`src/rtl/aurora_nfc_sim_pkg.sv`:
```
// Shared types for the bench-side Aurora NFC partner: request layout, FSM states
// and the request decoder.
package aurora_nfc_sim_pkg;

    localparam int unsigned NfcDataW = 16;

    typedef struct packed {
        logic [6:0] reserved;
        logic       xoff;
        logic [7:0] pause_duration;
    } nfc_request_t;

    typedef enum logic [1:0] {
        StRun,
        StPause,
        StStop
    } nfc_sim_state_t;

    typedef enum logic [1:0] {
        CmdStop,
        CmdXon,
        CmdPause
    } nfc_cmd_t;

    // Reserved bits play no part in decode; they only feed the protocol error flag.
    function automatic nfc_cmd_t nfc_decode(input nfc_request_t req);
        nfc_cmd_t cmd;
        if (req.xoff) begin
            cmd = CmdStop;
        end else if (req.pause_duration == 8'd0) begin
            cmd = CmdXon;
        end else begin
            cmd = CmdPause;
        end
        return cmd;
    endfunction

endpackage

```
`src/rtl/nfc_sim_pipelined_if.sv`:
```
// NFC request channel between the Aurora DUT (master) and the bench-side NFC partner (slave).
interface nfc_sim_pipelined_if;
    import aurora_nfc_sim_pkg::*;

    logic                s_axi_nfc_tvalid;
    logic [NfcDataW-1:0] s_axi_nfc_tdata;
    logic                s_axi_nfc_tready;

    modport master (
        output s_axi_nfc_tvalid,
        output s_axi_nfc_tdata,
        input  s_axi_nfc_tready
    );

    modport slave (
        input  s_axi_nfc_tvalid,
        input  s_axi_nfc_tdata,
        output s_axi_nfc_tready
    );

endinterface

```
`src/rtl/nfc_req_delay_queue.sv`:
```
// Circular FIFO of accepted NFC requests, each tagged with the timestamp it was queued at.
// A pop frees the head slot before a same-cycle push, so push+pop works even when full.
module nfc_req_delay_queue
    import aurora_nfc_sim_pkg::*;
#(
    parameter int unsigned DEPTH = 4,
    parameter int unsigned TS_W  = 32
) (
    input  logic                     clk,
    input  logic                     rst,
    input  logic                     push,
    input  nfc_request_t             push_req,
    input  logic [TS_W-1:0]          push_ts,
    input  logic                     pop,
    output nfc_request_t             head_req,
    output logic [TS_W-1:0]          head_ts,
    output logic                     empty,
    output logic                     full,
    output logic [$clog2(DEPTH):0]   count
);

    localparam int unsigned PtrW = $clog2(DEPTH);

    typedef struct packed {
        nfc_request_t    req;
        logic [TS_W-1:0] ts;
    } entry_t;

    entry_t          mem_q [DEPTH];
    logic [PtrW-1:0] wr_ptr_q;
    logic [PtrW-1:0] rd_ptr_q;
    logic [PtrW:0]   count_q;
    logic            do_push;
    logic            do_pop;

    assign empty    = (count_q == '0);
    assign full     = (count_q == (PtrW + 1)'(DEPTH));
    assign do_pop   = pop && !empty;
    assign do_push  = push && (!full || do_pop);
    assign head_req = mem_q[rd_ptr_q].req;
    assign head_ts  = mem_q[rd_ptr_q].ts;
    assign count    = count_q;

    always_ff @(posedge clk or posedge rst) begin
        if (rst) begin
            wr_ptr_q <= '0;
            rd_ptr_q <= '0;
            count_q  <= '0;
        end else begin
            if (do_push) begin
                wr_ptr_q <= wr_ptr_q + PtrW'(1);
            end
            if (do_pop) begin
                rd_ptr_q <= rd_ptr_q + PtrW'(1);
            end
            count_q <= count_q + (PtrW + 1)'(do_push) - (PtrW + 1)'(do_pop);
        end
    end

    // Storage needs no reset: count_q alone decides which slots are live.
    always_ff @(posedge clk) begin
        if (do_push) begin
            mem_q[wr_ptr_q] <= '{req: push_req, ts: push_ts};
        end
    end

endmodule

```
`src/rtl/nfc_sim_pipelined.sv`:
```
// Bench-side Aurora NFC partner: holds each accepted request for NFC_DELAY cycles, then applies it
// to a RUN/PAUSE/STOP machine whose registered state drives stall_transmission.
module nfc_sim_pipelined
    import aurora_nfc_sim_pkg::*;
#(
    parameter int unsigned NFC_DELAY    = 16,
    parameter int unsigned MAX_INFLIGHT = 4,
    parameter int unsigned PAUSE_UNIT   = 1,
    parameter int unsigned TREADY_GAP   = 1,
    parameter int unsigned STAT_W       = 32
) (
    input  logic                          clk,
    input  logic                          rst,
    nfc_sim_pipelined_if.slave            nfc,
    output logic                          stall_transmission,
    output logic [$clog2(MAX_INFLIGHT):0] inflight_count,
    output logic [STAT_W-1:0]             stall_cycles,
    input  logic                          stat_clear,
    output logic                          protocol_error
);

    localparam int unsigned CntW   = 8 + $clog2(PAUSE_UNIT) + 1;
    localparam int unsigned GapW   = $clog2(TREADY_GAP + 2);
    localparam int unsigned CountW = $clog2(MAX_INFLIGHT) + 1;

    nfc_request_t      acc_req;
    nfc_request_t      head_req;
    logic [STAT_W-1:0] head_ts;
    logic              q_empty;
    logic              q_full;
    logic [CountW-1:0] q_count;
    logic [STAT_W-1:0] now_q;
    logic [GapW-1:0]   gap_q;
    nfc_sim_state_t    state_q;
    logic [CntW-1:0]   cnt_q;
    logic              stall_q;
    logic              err_q;
    logic [STAT_W-1:0] stall_cycles_q;
    logic              accept;
    logic              due;
    nfc_cmd_t          head_cmd;
    logic [CntW-1:0]   pause_load;

    assign acc_req    = nfc_request_t'(nfc.s_axi_nfc_tdata);
    assign head_cmd   = nfc_decode(head_req);
    assign pause_load = CntW'(head_req.pause_duration) * CntW'(PAUSE_UNIT);

    // Modular subtraction keeps the due test correct across timestamp wrap.
    assign due = !q_empty && ((now_q - head_ts) >= STAT_W'(NFC_DELAY));

    // A due head frees its slot this edge, so a full queue may still accept.
    assign nfc.s_axi_nfc_tready = (gap_q == '0) && (!q_full || due);
    assign accept               = nfc.s_axi_nfc_tvalid && nfc.s_axi_nfc_tready;

    // Entries carry the timestamp of the first cycle they sit in the queue, which places the
    // application edge exactly NFC_DELAY+1 edges after the accept edge.
    nfc_req_delay_queue #(
        .DEPTH (MAX_INFLIGHT),
        .TS_W  (STAT_W)
    ) u_queue (
        .clk      (clk),
        .rst      (rst),
        .push     (accept),
        .push_req (acc_req),
        .push_ts  (now_q + STAT_W'(1)),
        .pop      (due),
        .head_req (head_req),
        .head_ts  (head_ts),
        .empty    (q_empty),
        .full     (q_full),
        .count    (q_count)
    );

    always_ff @(posedge clk or posedge rst) begin
        if (rst) begin
            now_q <= '0;
            gap_q <= '0;
        end else begin
            now_q <= now_q + STAT_W'(1);
            if (accept) begin
                gap_q <= GapW'(TREADY_GAP);
            end else if (gap_q != '0) begin
                gap_q <= gap_q - GapW'(1);
            end
        end
    end

    // A popped request takes priority over pause expiry on the same edge.
    always_ff @(posedge clk or posedge rst) begin
        if (rst) begin
            state_q <= StRun;
            cnt_q   <= '0;
            stall_q <= 1'b0;
        end else if (due) begin
            case (head_cmd)
                CmdStop: begin
                    state_q <= StStop;
                    stall_q <= 1'b1;
                end
                CmdXon: begin
                    state_q <= StRun;
                    stall_q <= 1'b0;
                end
                CmdPause: begin
                    if (state_q != StStop) begin
                        state_q <= StPause;
                        cnt_q   <= pause_load;
                        stall_q <= 1'b1;
                    end
                end
                default: begin
                    state_q <= state_q;
                end
            endcase
        end else if (state_q == StPause) begin
            if (cnt_q <= CntW'(1)) begin
                state_q <= StRun;
                stall_q <= 1'b0;
            end else begin
                cnt_q <= cnt_q - CntW'(1);
            end
        end
    end

    always_ff @(posedge clk or posedge rst) begin
        if (rst) begin
            stall_cycles_q <= '0;
            err_q          <= 1'b0;
        end else begin
            if (stat_clear) begin
                stall_cycles_q <= '0;
            end else if (stall_q && (stall_cycles_q != '1)) begin
                stall_cycles_q <= stall_cycles_q + STAT_W'(1);
            end
            if (stat_clear) begin
                err_q <= 1'b0;
            end else if (accept && (acc_req.reserved != '0)) begin
                err_q <= 1'b1;
            end
        end
    end

    assign stall_transmission = stall_q;
    assign inflight_count     = q_count;
    assign stall_cycles       = stall_cycles_q;
    assign protocol_error     = err_q;

endmodule

```
`src/flat_wrapper.sv`:
```
// flat-port wrapper written by rule: the top's interface ports become plain ports
module nfc_sim_pipelined_flat import aurora_nfc_sim_pkg::*;
#(
    parameter int unsigned NFC_DELAY    = 16,
    parameter int unsigned MAX_INFLIGHT = 4,
    parameter int unsigned PAUSE_UNIT   = 1,
    parameter int unsigned TREADY_GAP   = 1,
    parameter int unsigned STAT_W       = 32
)
  (clk, rst, stall_transmission, inflight_count, stall_cycles, stat_clear, protocol_error, nfc_s_axi_nfc_tvalid, nfc_s_axi_nfc_tdata, nfc_s_axi_nfc_tready);
  nfc_sim_pipelined_if nfc_i ();
  input  logic clk;
  input  logic rst;
  output logic stall_transmission;
  output logic [$clog2(MAX_INFLIGHT):0] inflight_count;
  output logic [STAT_W-1:0] stall_cycles;
  input  logic stat_clear;
  output logic protocol_error;
  input wire logic [$bits(nfc_i.s_axi_nfc_tvalid)-1:0] nfc_s_axi_nfc_tvalid;
  input wire logic [$bits(nfc_i.s_axi_nfc_tdata)-1:0] nfc_s_axi_nfc_tdata;
  output wire logic [$bits(nfc_i.s_axi_nfc_tready)-1:0] nfc_s_axi_nfc_tready;
  assign nfc_i.s_axi_nfc_tvalid = nfc_s_axi_nfc_tvalid;
  assign nfc_i.s_axi_nfc_tdata = nfc_s_axi_nfc_tdata;
  assign nfc_s_axi_nfc_tready = nfc_i.s_axi_nfc_tready;
  nfc_sim_pipelined #(.NFC_DELAY(NFC_DELAY), .MAX_INFLIGHT(MAX_INFLIGHT), .PAUSE_UNIT(PAUSE_UNIT), .TREADY_GAP(TREADY_GAP), .STAT_W(STAT_W)) u_core (.clk(clk), .rst(rst), .nfc(nfc_i), .stall_transmission(stall_transmission), .inflight_count(inflight_count), .stall_cycles(stall_cycles), .stat_clear(stat_clear), .protocol_error(protocol_error));
endmodule
```
`config.mk`:
```
export PLATFORM = sky130hd
export DESIGN_NAME = nfc_sim_pipelined_flat
export DESIGN_NICKNAME = d
export VERILOG_FILES = /design/src/rtl/aurora_nfc_sim_pkg.sv /design/src/rtl/nfc_sim_pipelined_if.sv /design/src/rtl/nfc_req_delay_queue.sv /design/src/rtl/nfc_sim_pipelined.sv /design/src/flat_wrapper.sv
export SDC_FILE = /design/constraint.sdc
export NUM_CORES = 1
export LEC_CHECK = 0
export CAP_MARGIN = 20
export CELL_PAD_IN_SITES_DETAIL_PLACEMENT = 1
export CELL_PAD_IN_SITES_GLOBAL_PLACEMENT = 1
export CORE_MARGIN = 2
export CORE_UTILIZATION = 50
export DETAILED_ROUTE_END_ITERATION = 16
export PLACE_DENSITY_LB_ADDON = 0.25
export SYNTH_ARGS = -nofsm -noshare
export SYNTH_HDL_FRONTEND = slang
export SYNTH_SLANG_ARGS = --single-unit
```
`constraint.sdc`:
```
create_clock -name clk -period 7.4 [get_ports clk]
set_input_delay 1.85 -clock clk [delete_from_list [all_inputs] [get_ports clk]]
set_output_delay 1.85 -clock clk [all_outputs]
set_load 0.01 [all_outputs]
```
Word-level counts from Yosys, hierarchy flattened
Memory sizes are Yosys's and may differ from the RTL's.
Index checks and enable logic that the tools add are counted.
{"block": "word_totals", "inputBits": 20, "output_inout_bits": 38, "regBits": 86, "ram_bits": 192, "memories": 1}
{"block": "classes", "n_mux": 25, "n_lt_le_gt_ge": 2, "addsub": 9, "eq_ne": 11, "reduce_logical": 24}
{"name": "u_core.u_queue.mem_q", "depth": 4, "width": 48, "read_ports": 1, "rd_clocked_by_memory_dff": 0, "wr": 1, "line_no": "nfc_req_delay_queue.sv:29", "rtl": "entry_t mem_q [DEPTH];"}
{"operator": "$add 32x1->32 const B", "count": 2}
{"operator": "$mux 32", "count": 2}
{"operator": "$mux 9", "count": 5}
{"operator": "$ge 32x5->1 const B", "count": 1}
{"operator": "$ne 32x32->1 const B", "count": 1}
{"operator": "$sub 32x32->32", "count": 1}
{"operator": "$mux 2", "count": 8}
{"operator": "$reduce_bool 2->1", "count": 6}
{"operator": "$le 9x1->1 const B", "count": 1}
{"operator": "$sub 9x1->9 const B", "count": 1}
{"operator": "$logic_not 8->1", "count": 1}
{"operator": "$mux 1", "count": 8}
{"operator": "$reduce_and 4->1", "count": 2}
{"operator": "$logic_and 1x1->1", "count": 7}
{"operator": "$reduce_bool 7->1", "count": 1}
{"operator": "$ne 2x2->1 const B", "count": 3}
{"operator": "$pmux 2 s3", "count": 1}
{"operator": "$add 2x1->2 const B", "count": 2}
{"operator": "$eq 2x1->1 const B", "count": 2}
{"operator": "$logic_not 2->1", "count": 2}
{"operator": "$ne 4x4->1 const B", "count": 1}
{"operator": "$add 3x1->3", "count": 1}
{"operator": "$eq 3x3->1 const B", "count": 1}
{"operator": "$logic_not 3->1", "count": 1}
{"operator": "other kinds (8)", "count": 10}

Logic depth before layout (Yosys ltp)
Gate-level depths: netlist of the first run.
An unclocked memory read counts as a cell.
{"block": "logic_depth", "word_depth": 10, "depth_mapped": 26, "ltp_nobuf": 22}

By module
From an unflattened synthesis of the first run, not the netlist that was laid out.
{"block": "unflattened", "cells_unflattened": 998, "hier_area_um2": 13307.8}
{"mod": "nfc_req_delay_queue", "cells_per_inst": 287, "seq_area_each_um2": 5940.7, "area_each_um2": 7364.6, "n_inst": 1}
{"mod": "nfc_sim_pipelined", "cells_per_inst": 711, "seq_area_each_um2": 1976.9, "area_each_um2": 5943.2, "n_inst": 1}

Worst setup path after synthesis of the first run
No wires, ideal clock.
{"block": "synth_path", "kind": "register -> output", "start": "register u_core.u_queue.rd_ptr_q[0]", "end": "output nfc_s_axi_nfc_tready", "path_slack_ns": 0.980, "path_stages_with_launch": 17, "n_path_buf": 4, "arrival_time_ns": 4.570, "t_required_ns": 5.550, "cell_sequence": "dfrtp_1 buf_2 buf_1 buf_1 mux4_2 inv_1 ha_1 buf_6 a21oi_4 o21ai_2 a41o_1 a211o_1 a21oi_2 xnor2_1 or4_4 nor4_4 a41oi_4"}
{"block": "synth_via", "elab_chain_cells": 6}
{"element": "start: declaration", "line_no": "nfc_req_delay_queue.sv:31", "rtl": "logic [PtrW-1:0] rd_ptr_q;"}
{"element": "start signal: assignment", "line_no": "nfc_req_delay_queue.sv:54", "rtl": "rd_ptr_q <= rd_ptr_q + PtrW'(1);"}
{"element": "$mem_v2 4x48"}
{"element": "$sub 32x32->32", "line_no": "nfc_sim_pipelined.sv:49", "rtl": "assign due = !q_empty && ((now_q - head_ts) >= STAT_W'(NFC_DELAY));"}
{"element": "$ge 32x5->1", "line_no": "nfc_sim_pipelined.sv:49"}
{"element": "$logic_and 1x1->1", "line_no": "nfc_sim_pipelined.sv:49"}
{"element": "$logic_or 1x1->1", "line_no": "nfc_sim_pipelined.sv:52", "rtl": "assign nfc.s_axi_nfc_tready = (gap_q == '0) && (!q_full || due);"}
{"element": "$logic_and 1x1->1", "line_no": "nfc_sim_pipelined.sv:52"}
{"element": "end: declaration", "line_no": "flat_wrapper.sv:21", "rtl": "output wire logic [$bits(nfc_i.s_axi_nfc_tready)-1:0] nfc_s_axi_nfc_tready;"}
Every way passes these cells.

Final worst setup path of the first run
Ends and elaborated chain as after synthesis.

==> results of run 1 <==
==> per-layer routing <==
metal / vias up / part of all wire / wire (um) / track usage
met5: - / 0 / 0 / 0
met2: 188 / 0.50 / 15820 / 0.4174
met1: 4384 / 0.44 / 14080 / 0.3385
met4: 0 / 0.026 / 838 / 0.07884
li1: 3853 / - / - / -
met3: 64 / 0.037 / 1185 / 0.03371
==> power groups by stage <==
stage               clock network, mW  registers [mW]  logic, mW
global route                     1.34            1.78       1.65
floorplan                           0            1.74       1.09
global placement                    0            1.78       1.41
CTS                              1.29            1.77       1.48
detailed placement                  0            1.79       1.46
finish                           1.27            1.76       1.52
==> state kept, by name (all words and copies together) (netlist names) <==
signal                     cells
u_core.u_queue.count           3
u_core.u_queue.wr_ptr_q        2
u_core.stall_transmission      1
u_core.state_q                 2
u_core.protocol_error          1
u_core.u_queue.rd_ptr_q        2
u_core.cnt_q                   9
u_core.now_q                  32
u_core.gap_q                   2
u_core.u_queue.mem_q         164
u_core.stall_cycles           32
==> final timing paths <==
path,startpoint,to,depth (start not counted)
worst max register to register,u_core.u_queue.rd_ptr_q[0],u_core.u_queue.count[2],24
worst min-delay path,u_core.protocol_error,u_core.protocol_error,2
worst max-delay path,u_core.u_queue.rd_ptr_q[0],nfc_s_axi_nfc_tready,16
max in group asynchronous,rst,u_core.u_queue.rd_ptr_q[0],3
min in group asynchronous,rst,u_core.stall_cycles[0],2
worst min register to register,u_core.protocol_error,u_core.protocol_error,2
==> critical path: cells and delay by family, from the launching register on <==
kind	cells	cell delay [ns]
AOI/OAI and AO/OA	5	1.33
adders and majority gates	2	0.56
DFF	1	0.57
muxes	1	0.35
buffers and inverters	4	1.00
xor gates and xnor gates	1	0.07
and+or+nand+nor	3	0.90
==> cell type report <==
class,instances,area (um2),share of cell area
sequential,250,7082,0.4968
multi-input combinational,640,4979,0.3492
timing repair buffer,81,750.7,0.05266
clock buffer,40,734.5,0.05152
tap,324,405.4,0.02844
inverter,60,226.5,0.01589
clock inverter,10,77.57,0.005442
==> repair_timing <==
action / CTS / global route
hold endpoints to repair: 0 / 0
pin swaps: 0 / 2
hold buffers: 0 / 0
setup buffers: 0 / 9
resized for setup: 1 / 5
endpoints found under the setup margin: 1 / 1
==> kinds of logic after synthesis <==
family	count (synthesis)	share of synthesized area
simple gates	303	0.1225
flops	250	0.5689
compound gates	168	0.09495
buf+inv	95	0.03219
xor+xnor	69	0.04858
mux	56	0.08741
fa+ha+maj	44	0.04546
==> cells in the final DEF (no fill, tap or decap), types with 4 or more instances in the layout <==
master	n
nand3_1	38
mux4_2	41
clkbuf_16	27
clkinv_2	4
mux2i_1	7
dfrtp_1	84
and3_2	4
xnor2_1	40
clkdlybuf4s50_1	57
nor2_1	74
o21a_1	14
o211ai_1	6
xor2_1	29
a21oi_1	44
and4_1	5
or3_1	13
o31ai_1	4
o21ai_0	26
nand2_1	66
clkinv_1	4
nor2b_1	8
a31oi_1	4
mux2_2	7
a21o_1	4
and3_1	15
nor4_1	7
nand2b_1	7
buf_4	24
clkbuf_1	12
nand4_1	27
a21oi_2	5
o32a_1	7
nor3_1	20
ha_1	40
o21ai_1	8
inv_1	59
edfxtp_1	164
==> through the flow <==
| step | setup slack, ns | total power [mW] | hold WS (ns) | instance area (um2) | util |
|---|---|---|---|---|---|
| 4_1_cts | 0.05058 | 4.534 | 0.5299 | 14180 | 0.5812 |
| 5_1_grt | 0.01753 | 4.765 | 0.5434 | 14250 | 0.5844 |
| 2_1_floorplan | 0.9797 | 2.827 | 0.4706 | 12440 | - |
| 3_3_place_gp | 0.4024 | 3.191 | 0.4847 | 13360 | 0.5478 |
| 3_5_place_dp | 0.5692 | 3.247 | 0.5120 | 13360 | 0.5478 |
| 6_report | 0.2180 | 4.550 | 0.5226 | 14250 | 0.5844 |
==> metrics.cfg, run 1 <==
[cts]
numCtsBuffers=27
clk_latency_ns=0.54
clkTransAtPathRegs_ns=0.06
h-tree-depth=1
cts_sinks=250
cts_tree=built
cts-root-buf=clkbuf_16
cts_buffer_depth=3

[synth]
postSynth.asyncResetShare=0.3440
synth_edf_count=164
yosys_warnings=0
ys_ff_latch=250
synth_largest_area_cell=edfxtp_1
netlist_area_um2=12440
synth_sequential_area_ratio=0.5689
netlist.area_leader.share=0.3959
avgSynthCellArea_um2=12.63
yosysMostFrequentCell=edfxtp_1
syn_nets=1049
syn_inst=985
synth_cell_types=76
synth_area_leaders=edfxtp_1 (40%), dfrtp_1 (17%), mux4_2 (7.4%), ha_1 (4.2%), xnor2_1 (2.8%)
ys_top_cells_by_count=edfxtp_1 (164), dfrtp_1 (86), nor2_1 (74)
ys.flop_type=edfxtp_1

[pwr]
p_leak_nw=5.249
switching_share=0.3340
clkPwrFrac=0.279
irDropWorstVdd_v=0.0002051
comb_power_share=0.334
p_per_area_nw_per_um2=319.2
internal_power_mw=3.031
p_switching_mw=1.520
power_frac_seq=0.387

[job]
maxCapViolations=0

[floorplanning]
ioPinCount=58
die_w_um=161.7
start_util=0.5100
die_area_um2=26160
core_um2=24390
rows=57
die_h_um=161.7

[cells_and_area]
nets=1124
drive_gt1_frac=0.1277
num_antenna_cells=0
area_growth_pct=14.59
stdcell_count=1405
fillers=2484

[worst_setup_path]
rrSetupSlack_ns=1.60
endpoint_kind=output port
start_kind=flip-flop
path_common_cell=buf_4
required_ns=5.55
cp_slowest_cell=dfrtp_4
arrival_ns=5.33
path_cells=buf_4 -> mux4_2 -> ha_1 -> inv_1 -> fa_1 -> a211oi_2 -> o21a_1 -> nor4_1 -> a211o_1 -> a21oi_2 -> xnor2_1 -> or4_4 -> nor4_4 -> buf_4 -> a41oi_4 -> clkdlybuf4s50_1
crit_type=flip-flop to output port
path_max_fanout=11
cp_slowest_stage_delay_ns=0.57

[sta]
finClkSkew_ns=0.01811
final-setup-viol-count=0
min_period_ns=7.182
finalSetupTns_ns=0
drv_slew=0
fmax_mhz=139.2
final.period_utilization=0.9705
tightest_slew_ns=0.9879
slew_headroom=0.3414
hold_viol_final=0
grt_setup_unrepaired=false

[place]
dp.cells=1346
dp_hpwl_um=21530
portBuffers=57
place_congestion=0.9355

[routing]
finalWirelength_um=31930
detail-route-antenna-nets=0
vias=8489
drt_iter0_markers=485
drc=0
drtPass1Iterations=6
viasPerCell=6.042
wire_per_inst_um=22.73

[grt]
grt_use_total=0.2482
grt_overflow=0
antenna_found_initial=0
grt_pass1_wl_um=50890
grt_pass1_vias=9054
grt_max_degree=51

[status]
status=completed

[min_path]
hp-class=flip-flop to flip-flop

Power figures use the tool's default switching activity.
==> run 2: changes to the inputs <==
--- a/config.mk
+++ b/config.mk
@@ -5,11 +5,13 @@
 export SDC_FILE = /design/constraint.sdc
 export NUM_CORES = 1
 export LEC_CHECK = 0
+export ABC_CLOCK_PERIOD_IN_PS = 7400
 export CAP_MARGIN = 20
 export CELL_PAD_IN_SITES_DETAIL_PLACEMENT = 1
 export CELL_PAD_IN_SITES_GLOBAL_PLACEMENT = 1
 export CORE_MARGIN = 2
 export CORE_UTILIZATION = 50
+export CTS_CLUSTER_SIZE = 40
 export DETAILED_ROUTE_END_ITERATION = 16
 export PLACE_DENSITY_LB_ADDON = 0.25
 export SYNTH_ARGS = -nofsm -noshare
==> results of run 2 <==
No change in the layout: final DEF, timing and power equal those of run 1.
